===== src/rtl/mips_pkg.sv =====
// rtl/mips_pkg.sv - shared fetch constants and prefetch queue entry type
package mips_pkg;

  localparam int          INST_W   = 32;
  localparam logic [31:0] NOP_INST = 32'h0000_0000;
  localparam logic [31:0] RESET_PC = 32'h0000_0000;

  typedef struct packed {
    logic [INST_W-1:0] inst;
    logic [31:0]       pc4;
  } qentry_t;

endpackage


===== src/rtl/inst_queue.sv =====
// rtl/inst_queue.sv - DEPTH-entry prefetch FIFO with synchronous flush
module inst_queue
  import mips_pkg::*;
#(
  parameter int DEPTH = 2
) (
  input  logic                     clk,
  input  logic                     clrn,
  input  logic                     push,
  input  qentry_t                  push_data,
  input  logic                     pop,
  input  logic                     flush,
  output qentry_t                  head,
  output logic [$clog2(DEPTH):0]   count,
  output logic                     empty,
  output logic                     full
);

  localparam int AW = $clog2(DEPTH);
  localparam logic [AW:0] DEPTH_C = (AW+1)'(DEPTH);

  qentry_t         mem [DEPTH];
  logic [AW-1:0]   wr_ptr;
  logic [AW-1:0]   rd_ptr;
  logic            do_push;
  logic            do_pop;

  assign empty   = (count == '0);
  assign full    = (count == DEPTH_C);
  assign do_push = push && !full;
  assign do_pop  = pop && !empty;
  assign head    = mem[rd_ptr];

  always_ff @(posedge clk or negedge clrn) begin
    if (!clrn) begin
      wr_ptr <= '0;
      rd_ptr <= '0;
      count  <= '0;
    end else if (flush) begin
      wr_ptr <= '0;
      rd_ptr <= '0;
      count  <= '0;
    end else begin
      if (do_push) wr_ptr <= wr_ptr + 1'b1;
      if (do_pop)  rd_ptr <= rd_ptr + 1'b1;
      count <= count + {{AW{1'b0}}, do_push} - {{AW{1'b0}}, do_pop};
    end
  end

  // Storage needs no reset; an entry is only read after it has been written.
  always_ff @(posedge clk) begin
    if (do_push && !flush) mem[wr_ptr] <= push_data;
  end

endmodule


===== src/rtl/fetch_stage.sv =====
// rtl/fetch_stage.sv - PC, single-outstanding imem fetch, prefetch queue and IF/ID register
module fetch_stage #(
  parameter int          DEPTH    = 2,
  parameter logic [31:0] RESET_PC = mips_pkg::RESET_PC,
  parameter logic [31:0] NOP_INST = mips_pkg::NOP_INST
) (
  input  logic        clk,
  input  logic        clrn,
  output logic        imem_req_valid,
  input  logic        imem_req_ready,
  output logic [31:0] imem_req_addr,
  input  logic        imem_rsp_valid,
  input  logic [31:0] imem_rsp_data,
  input  logic        id_stall,
  input  logic        redirect,
  input  logic [31:0] redirect_pc,
  output logic        if_id_valid,
  output logic [31:0] if_id_inst,
  output logic [31:0] if_id_pc4
);

  localparam int AW = $clog2(DEPTH);
  localparam logic [AW:0] DEPTH_C = (AW+1)'(DEPTH);

  logic [31:0]       fetch_pc;
  logic [31:0]       req_pc4;
  logic              outstanding;
  logic              discard;

  mips_pkg::qentry_t q_head;
  mips_pkg::qentry_t q_in;
  logic [AW:0]       q_count;
  logic              q_empty;
  logic              q_full;
  logic              q_push;
  logic              q_pop;
  logic              req_fire;
  logic              rsp_take;

  assign imem_req_valid = clrn && !outstanding && (q_count < DEPTH_C) && !redirect;
  assign imem_req_addr  = fetch_pc;

  assign req_fire = imem_req_valid && imem_req_ready;
  assign rsp_take = imem_rsp_valid && outstanding;
  assign q_in.inst = imem_rsp_data;
  assign q_in.pc4  = req_pc4;
  assign q_push   = rsp_take && !discard && !redirect && !q_full;
  assign q_pop    = !id_stall && !redirect && !q_empty;

  inst_queue #(.DEPTH(DEPTH)) u_queue (
    .clk       (clk),
    .clrn      (clrn),
    .push      (q_push),
    .push_data (q_in),
    .pop       (q_pop),
    .flush     (redirect),
    .head      (q_head),
    .count     (q_count),
    .empty     (q_empty),
    .full      (q_full)
  );

  always_ff @(posedge clk or negedge clrn) begin
    if (!clrn) begin
      fetch_pc    <= RESET_PC;
      req_pc4     <= '0;
      outstanding <= 1'b0;
      discard     <= 1'b0;
    end else if (redirect) begin
      fetch_pc <= {redirect_pc[31:2], 2'b00};
      // A response landing in the redirect cycle is the stale one; nothing left to discard.
      if (rsp_take) begin
        outstanding <= 1'b0;
        discard     <= 1'b0;
      end else if (outstanding) begin
        discard <= 1'b1;
      end
    end else begin
      if (req_fire) begin
        fetch_pc    <= fetch_pc + 32'd4;
        req_pc4     <= fetch_pc + 32'd4;
        outstanding <= 1'b1;
      end
      if (rsp_take) begin
        outstanding <= 1'b0;
        discard     <= 1'b0;
      end
    end
  end

  always_ff @(posedge clk or negedge clrn) begin
    if (!clrn) begin
      if_id_valid <= 1'b0;
      if_id_inst  <= NOP_INST;
      if_id_pc4   <= '0;
    end else if (redirect) begin
      if_id_valid <= 1'b0;
      if_id_inst  <= NOP_INST;
    end else if (!id_stall) begin
      if (!q_empty) begin
        if_id_valid <= 1'b1;
        if_id_inst  <= q_head.inst;
        if_id_pc4   <= q_head.pc4;
      end else begin
        if_id_valid <= 1'b0;
        if_id_inst  <= NOP_INST;
      end
    end
  end

endmodule

===== config.mk =====
export PLATFORM = sky130hd
export DESIGN_NAME = fetch_stage
export DESIGN_NICKNAME = d
export VERILOG_FILES = /design/src/rtl/mips_pkg.sv /design/src/rtl/inst_queue.sv /design/src/rtl/fetch_stage.sv
export SDC_FILE = /design/constraint.sdc
export NUM_CORES = 1
export LEC_CHECK = 0
export ABC_CLOCK_PERIOD_IN_PS = 4700
export CORE_ASPECT_RATIO = 1.4
export CORE_UTILIZATION = 48
export DETAILED_ROUTE_END_ITERATION = 16
export GPL_TIMING_DRIVEN = 0
export PLACE_DENSITY = 0.76
export SETUP_SLACK_MARGIN = 0.1
export SYNTH_ARGS = -nofsm -noshare
export SYNTH_HDL_FRONTEND = slang
export SYNTH_SLANG_ARGS = --single-unit

===== constraint.sdc =====
create_clock -name clk -period 4.7 [get_ports clk]
set_clock_uncertainty 0.05 [all_clocks]
set_input_delay 0.47 -clock clk [delete_from_list [all_inputs] [get_ports clk]]
set_output_delay 0.47 -clock clk [all_outputs]
set_load 0.03 [all_outputs]

==> results by group, run 1 <==
Timing
  • RSZ-0062 raised after global routing: false
  • Final setup viols: 0
  • Final hold violations: 0
  • Max-slew headroom: 42.47%
  • Final min period: 3.647 ns
  • Final Worst Setup Slack: 1.053 ns
  • F_max: 274.2 MHz
  • Worst-Margin Slew: 0.8629 ns
  • Fin. max-slew vios: 0
  • Fin crit share: 77.59%

Placement
  • DP Area: 0.01196 mm2
  • Dpl cells: 1168
  • IO Port Bufs: 161
  • Worst slack, placed: 1.104 ns
  • Dpl hpwl: 15260 um
  • Final GP Congestion: 0.8413

Power
  • Clock power frac: 33.6%
  • Logic pwr share: 19.2%
  • Power Density: 461.2 mW/mm2
  • Leakage: 4.833 nW
  • VDD IR max: 290.7 uV
  • Sequential Power Share: 47.2%
  • Pint: 4.242 mW
  • Sw Pwr: 1.658 mW
  • Sw frac: 28.10%

Finish
  • Layout cells sized above 1: 6.875%
  • Non-filler cells in the finished layout: 1212
  • Design area: 0.01279 mm2
  • Commonest cells after routing, fill and taps aside: clkdlybuf4s50_1 (160), dfrtp_1 (129), edfxtp_1 (124)
  • Diode count: 0
  • Most common cell after layout, fill and taps aside: clkdlybuf4s50_1
  • Filler cells: 1534
  • Nets: 1016
  • P&R area growth vs syn: 28.64%

Global routing
  • First-pass GRT wire length: 34600 um
  • Vias in the first global route: 6692
  • Gr usage total: 21.34%
  • Global route overflow: 0
  • Largest net degree at the start of global routing: 89
  • Initial antenna violation count: 0

Critical path
  • CP startpoint kind: input pin
  • CP delay by family, top: buffers and inverters
  • Slowest Stage Delay on Critical Path: 0.77 ns
  • Critical Path Sink Type: output pin
  • CP Class: input pin to output pin
  • Slowest cell on the critical path: clkdlybuf4s50_1
  • Worst-path maximum fanout: 88
  • Crit path cell chain: dlygate4sd3_1, buf_6, buf_16, nor4b_4, clkdlybuf4s50_1
  • WP data required: 4.18 ns
  • Critical path arrival: 3.13 ns
  • R2r setup slk: 1.89 ns
  • Worst path buffer plus inverter count: 4

Routing
  • Routed Wire Length: 22200 um
  • # DRC: 0
  • Vias per cell: 5.379
  • Final ANT Viol Nets: 0
  • Vias: 6519
  • WL/cell: 18.31 um
  • DRT iter0 DRCs: 341
  • DR pass1 iterations: 4

Synthesis
  • Synth Area in Simple Gates: 9.726%
  • Sequential area share after synthesis: 69.90%
  • Mapped Cells: 749
  • Largest family of logic cells by synthesized area: simple AND/OR/NAND/NOR gates
  • Xor and xnor fraction of the mapped netlist area: 2.466%
  • Cell variety after synth: 45
  • Complex-gate fraction of the synthesized area: 8.946%
  • Yosys reg bits: 253
  • Yosys warns: 0
  • Yosys top cell by area: edfxtp_1
  • Yosys top cell area share: 37.44%
  • Adder-Cell Fraction of Synth Area: 0.3775%
  • Synth top area cells: edfxtp_1 (37%), dfrtp_1 (32%), mux2i_1 (6.3%)
  • Synthesized cell area: 0.009945 mm2
  • Avg Cell Area, Syn: 13.28 um2
  • Post-synthesis mux area share: 6.341%

Run
  • Max_cap viols: 0

Clock tree
  • CTS tree: built
  • H-tree level count: 1
  • Sink Count: 253
  • TritonCTS Buffers: 24
  • Worst skew pair latency: 0.52 ns
  • CTS max path bufs: 3
  • CTS root buffer: clkbuf_16
  • Number of gates resized after CTS: 0
  • Clock transition at path regs: 0.06 ns

Floorplanning
  • DIE HEIGHT: 172.3 um
  • Initial Util: 49.54%
  • Die X: 123.7 um
  • Core region area: 0.02007 mm2
  • Die ar.: 0.02131 mm2
  • Std-Cell Rows: 61
  • IO Pins: 168

Status
  • Run status: completed

Worst hold path
  • Hold WC Path Type: input pin to asynchronous set/reset pin
-- per-layer routing --
| layer | GRT usage [%] | vias to the layer above | wire length (um) |
|---|---|---|---|
| met3 | 3.199 | 37 | 1154 |
| met1 | 25.12 | 3184 | 8776 |
| met5 | 0 | - | 0 |
| met2 | 38.65 | 198 | 11610 |
| li1 | - | 3100 | - |
| met4 | 8.224 | 0 | 651 |
-- synthesized netlist by cell type (all sizes together) --
master / n
a2111oi: 1
a21o: 4
a21oi: 5
a221o: 9
a22oi: 16
a31o: 1
and2: 4
and2b: 1
and3: 4
buf: 17
clkbuf: 28
conb: 1
dfrtp: 129
edfxtp: 124
ha: 3
inv: 6
mux2i: 63
nand2: 116
nand2b: 2
nand3: 16
nand3b: 1
nand4: 11
nor2: 17
nor2b: 4
nor3: 4
nor3b: 4
nor4: 9
nor4b: 1
o21ai: 115
o311ai: 3
or2: 1
or3: 1
xnor2: 11
xor2: 17
-- flip-flops by register name, indices dropped and copies added, names as in the netlist --
signal          cells
if_id_pc4          30
discard             1
u_queue.wr_ptr      1
if_id_inst         32
if_id_valid         1
u_queue.rd_ptr      1
req_pc4            30
imem_req_addr      30
u_queue.mem       124
outstanding         1
u_queue.count       2
-- stage by stage --
step                utilization [%]  total power, mW  hold slack, ns  setup TNS, ns
global route                  63.73            6.132          0.4342              0
global placement              59.20            3.933          0.3975        -619.13
finish                        63.73            5.900          0.4051              0
floorplan                         -            3.401          0.1244              0
detailed placement            59.59            3.971          0.3863              0
CTS                           63.73            5.954          0.4098              0
-- worst paths after layout --
| kind | startpoint | end | cells after the start |
|---|---|---|---|
| worst max-delay path | clrn | imem_req_valid | 5 |
| worst min-delay path | clrn | if_id_pc4[12] | 2 |
| worst max register to register | u_queue.count[1] | u_queue.count[1] | 9 |
| worst min register to register | req_pc4[21] | u_queue.mem[1][21] | 0 |
| max in group asynchronous | clrn | imem_req_addr[29] | 3 |
| min in group clk | req_pc4[21] | u_queue.mem[1][21] | 0 |
-- power by group through the flow --
stage               sequential (mW)  clock (mW)  combinational, mW
CTS                            2.79        2.02               1.15
finish                         2.79        1.98               1.13
global route                   2.82        2.09               1.22
global placement               2.82           0               1.12
floorplan                      3.11           0              0.290
detailed placement             2.83           0               1.14
-- repair_timing --
action | CTS | global route
setup endpoints to repair | 0 | 0
buffers inserted | 0 | 0
endpoints found under the hold margin | 42 | 0
hold buffers | 1 | 0
-- area by class of cell --
class	count	area (um2)	share of cell area, %
clock buffer	36	718.2	5.614
timing repair buffer	165	1690	13.21
sequential	253	6952	54.34
tap	252	315.3	2.465
multi-input combinational	448	2795	21.85
buffer	45	196.4	1.536
clock inverter	7	102.6	0.8020
inverter	6	22.52	0.1761
-- logic make-up after synthesis --
group | after synthesis
DFF | 253
and+or+nand+nor | 196
AOI/OAI and AO/OA | 154
muxes | 63
buffers and inverters | 51
xor gates and xnor gates | 28
adders and majority gates | 3
other | 1
Note: power is estimated with default switching activity, not from simulation.
==> run 2: changes to the inputs <==
--- a/config.mk
+++ b/config.mk
@@ -5,9 +5,9 @@
 export SDC_FILE = /design/constraint.sdc
 export NUM_CORES = 1
 export LEC_CHECK = 0
-export ABC_CLOCK_PERIOD_IN_PS = 4700
+export ABC_CLOCK_PERIOD_IN_PS = 3500
 export CORE_ASPECT_RATIO = 1.4
-export CORE_UTILIZATION = 48
+export CORE_UTILIZATION = 50
 export DETAILED_ROUTE_END_ITERATION = 16
 export GPL_TIMING_DRIVEN = 0
 export PLACE_DENSITY = 0.76
==> constraint.sdc (replaced) <==
create_clock -name clk -period 3.5 [get_ports clk]
set_clock_uncertainty 0.05 [all_clocks]
set_input_delay 0.35 -clock clk [delete_from_list [all_inputs] [get_ports clk]]
set_output_delay 0.35 -clock clk [all_outputs]
set_load 0.03 [all_outputs]
==> results by group, run 2 (synthesis gave the netlist of run 1 again) <==
Clock tree
  • CTS tree: built
  • TritonCTS Buffers: 23
  • CTS max path bufs: 3
  • H-tree level count: 1
  • Worst skew pair latency: 0.50 ns
  • Sink Count: 253
  • CTS root buffer: clkbuf_16
  • Clock transition at path regs: 0.06 ns
  • Number of gates resized after CTS: 0

Power
  • Sw Pwr: 2.189 mW
  • VDD IR max: 365.5 uV
  • Sw frac: 28.35%
  • Logic pwr share: 19.7%
  • Clock power frac: 31.8%
  • Sequential Power Share: 48.6%
  • Leakage: 4.821 nW
  • Power Density: 606.0 mW/mm2
  • Pint: 5.532 mW

Critical path
  • Slowest Stage Delay on Critical Path: 0.77 ns
  • CP Class: input pin to output pin
  • WP data required: 3.10 ns
  • CP startpoint kind: input pin
  • Slowest cell on the critical path: clkdlybuf4s50_1
  • CP delay by family, top: buffers and inverters
  • Critical Path Sink Type: output pin
  • Critical path arrival: 2.61 ns
  • Worst-path maximum fanout: 63
  • Crit path cell chain: dlygate4sd3_1, buf_6, buf_16, nor4b_4, clkdlybuf4s50_1
  • Worst path buffer plus inverter count: 4

Finish
  • Diode count: 0
  • Nets: 1016
  • Register area: 0.006952 mm2
  • Non-filler cells in the finished layout: 1207
  • Largest register FFs: 124
  • Commonest cells after routing, fill and taps aside: clkdlybuf4s50_1 (160), dfrtp_1 (129), edfxtp_1 (124)
  • Filler cells: 1468
  • Largest reg by FF count: u_queue.mem
  • Multi-input gate area: 0.002795 mm2
  • Most common cell after layout, fill and taps aside: clkdlybuf4s50_1
  • Layout cells sized above 1: 6.986%
  • P&R area growth vs syn: 28.11%
  • Top flop regs: u_queue.mem x124, if_id_inst x32

Timing
  • Final hold violations: 0
  • RSZ-0062 raised after global routing: false
  • Final min period: 3.006 ns
  • Hold slack: 0.3580 ns
  • Final setup viols: 0
  • Max-slew headroom: 39.52%
  • TNS Setup: 0 ns
  • Fin. max-slew vios: 0
  • F_max: 332.6 MHz
  • Worst-Margin Slew: 0.9050 ns
  • Fin crit share: 85.90%

Routing
  • Vias per cell: 5.321
  • Final ANT Viol Nets: 0
  • Routed Wire Length: 21600 um
  • DRT iter0 DRCs: 364
  • DR pass1 iterations: 5
  • Vias: 6423
  • WL/cell: 17.90 um
  • # DRC: 0

Worst hold path
  • Hold WC Path Type: input pin to asynchronous set/reset pin

Global routing
  • Largest net degree at the start of global routing: 68
  • Initial antenna violation count: 0
  • Global route overflow: 0
  • Gr usage total: 21.73%
  • First-pass GRT wire length: 34160 um
  • Vias in the first global route: 6590

Floorplanning
  • Std-Cell Rows: 60
  • Initial Util: 51.34%
  • IO Pins: 168
  • Core region area: 0.01937 mm2
  • Die ar.: 0.02046 mm2
  • Die X: 121.2 um
  • DIE HEIGHT: 168.9 um

Placement
  • Dpl cells: 1164
  • Dpl hpwl: 15010 um
  • Final GP Congestion: 0.8347
  • IO Port Bufs: 161

Status
  • Run status: completed

Run
  • Max_cap viols: 0
==> run 2: worst reg2reg max path: cells and delay by family (launching register included) <==
kind,cells,cell delay (ns)
AO/OA/AOI/OAI,1,0.48
XOR/XNOR,1,0.17
adder cells (fa/ha/maj),2,0.50
buffers and inverters,4,0.99
flip-flops,1,0.44
AND/OR/NAND/NOR,1,0.06
==> run 2: stage by stage <==
stage	total power, mW	util (%)	worst slack, ns	instance area (um2)
after CTS	7.791	65.78	0.4704	12740
final	7.721	65.78	0.4935	12740
after global routing	8.030	65.78	0.3971	12740
after global placement	5.280	61.34	-4.132	11880
after floorplan	4.566	-	0.2811	9958
after detailed placement	5.331	61.73	0.1580	11960
==> run 2: routing by layer <==
| layer | vias up | wire length (um) | track usage (%) | part of all wire (%) |
|---|---|---|---|---|
| li1 | 3090 | - | - | - |
| met1 | 3094 | 8450 | 26.34 | 39 |
| met2 | 196 | 11460 | 39.23 | 53 |
| met3 | 43 | 964 | 2.426 | 4.5 |
| met4 | 0 | 722 | 8.696 | 3.3 |
| met5 | - | 0 | 0 | 0 |
==> run 2: final timing paths <==
check,startpoint,to,slack (ns),cells after the start
setup / recovery,clrn,imem_req_valid,0.49,5
hold / removal,clrn,imem_req_addr[10],0.36,3
min in group clk,redirect_pc[8],imem_req_addr[8],0.36,3
max in group asynchronous,clrn,if_id_inst[13],2.71,3
hold reg to reg,req_pc4[18],u_queue.mem[1][18],0.41,0
setup reg to reg,u_queue.count[1],u_queue.count[1],0.67,9
==> run 2: layout make-up <==
cell class,count,area share [%]
clock buffer,32,5.186
clock inverter,9,0.6678
timing repair buffer,166,13.48
tap,248,2.436
multi-input combinational,448,21.94
buffer,45,1.542
sequential,253,54.57
inverter,6,0.1768
==> run 2: timing repair <==
item                                   CTS  global route
buffers inserted                         0             0
hold buffers                             2             0
endpoints found under the hold margin   67             0
setup endpoints to repair                0             0
==> run 2: power by group through the flow <==
stage / clock [mW] / sequential (mW) / combinational (mW)
finish: 2.45 / 3.75 / 1.52
global route: 2.61 / 3.79 / 1.63
floorplan: 0 / 4.18 / 0.390
detailed placement: 0 / 3.81 / 1.52
CTS: 2.51 / 3.75 / 1.54
global placement: 0 / 3.79 / 1.49
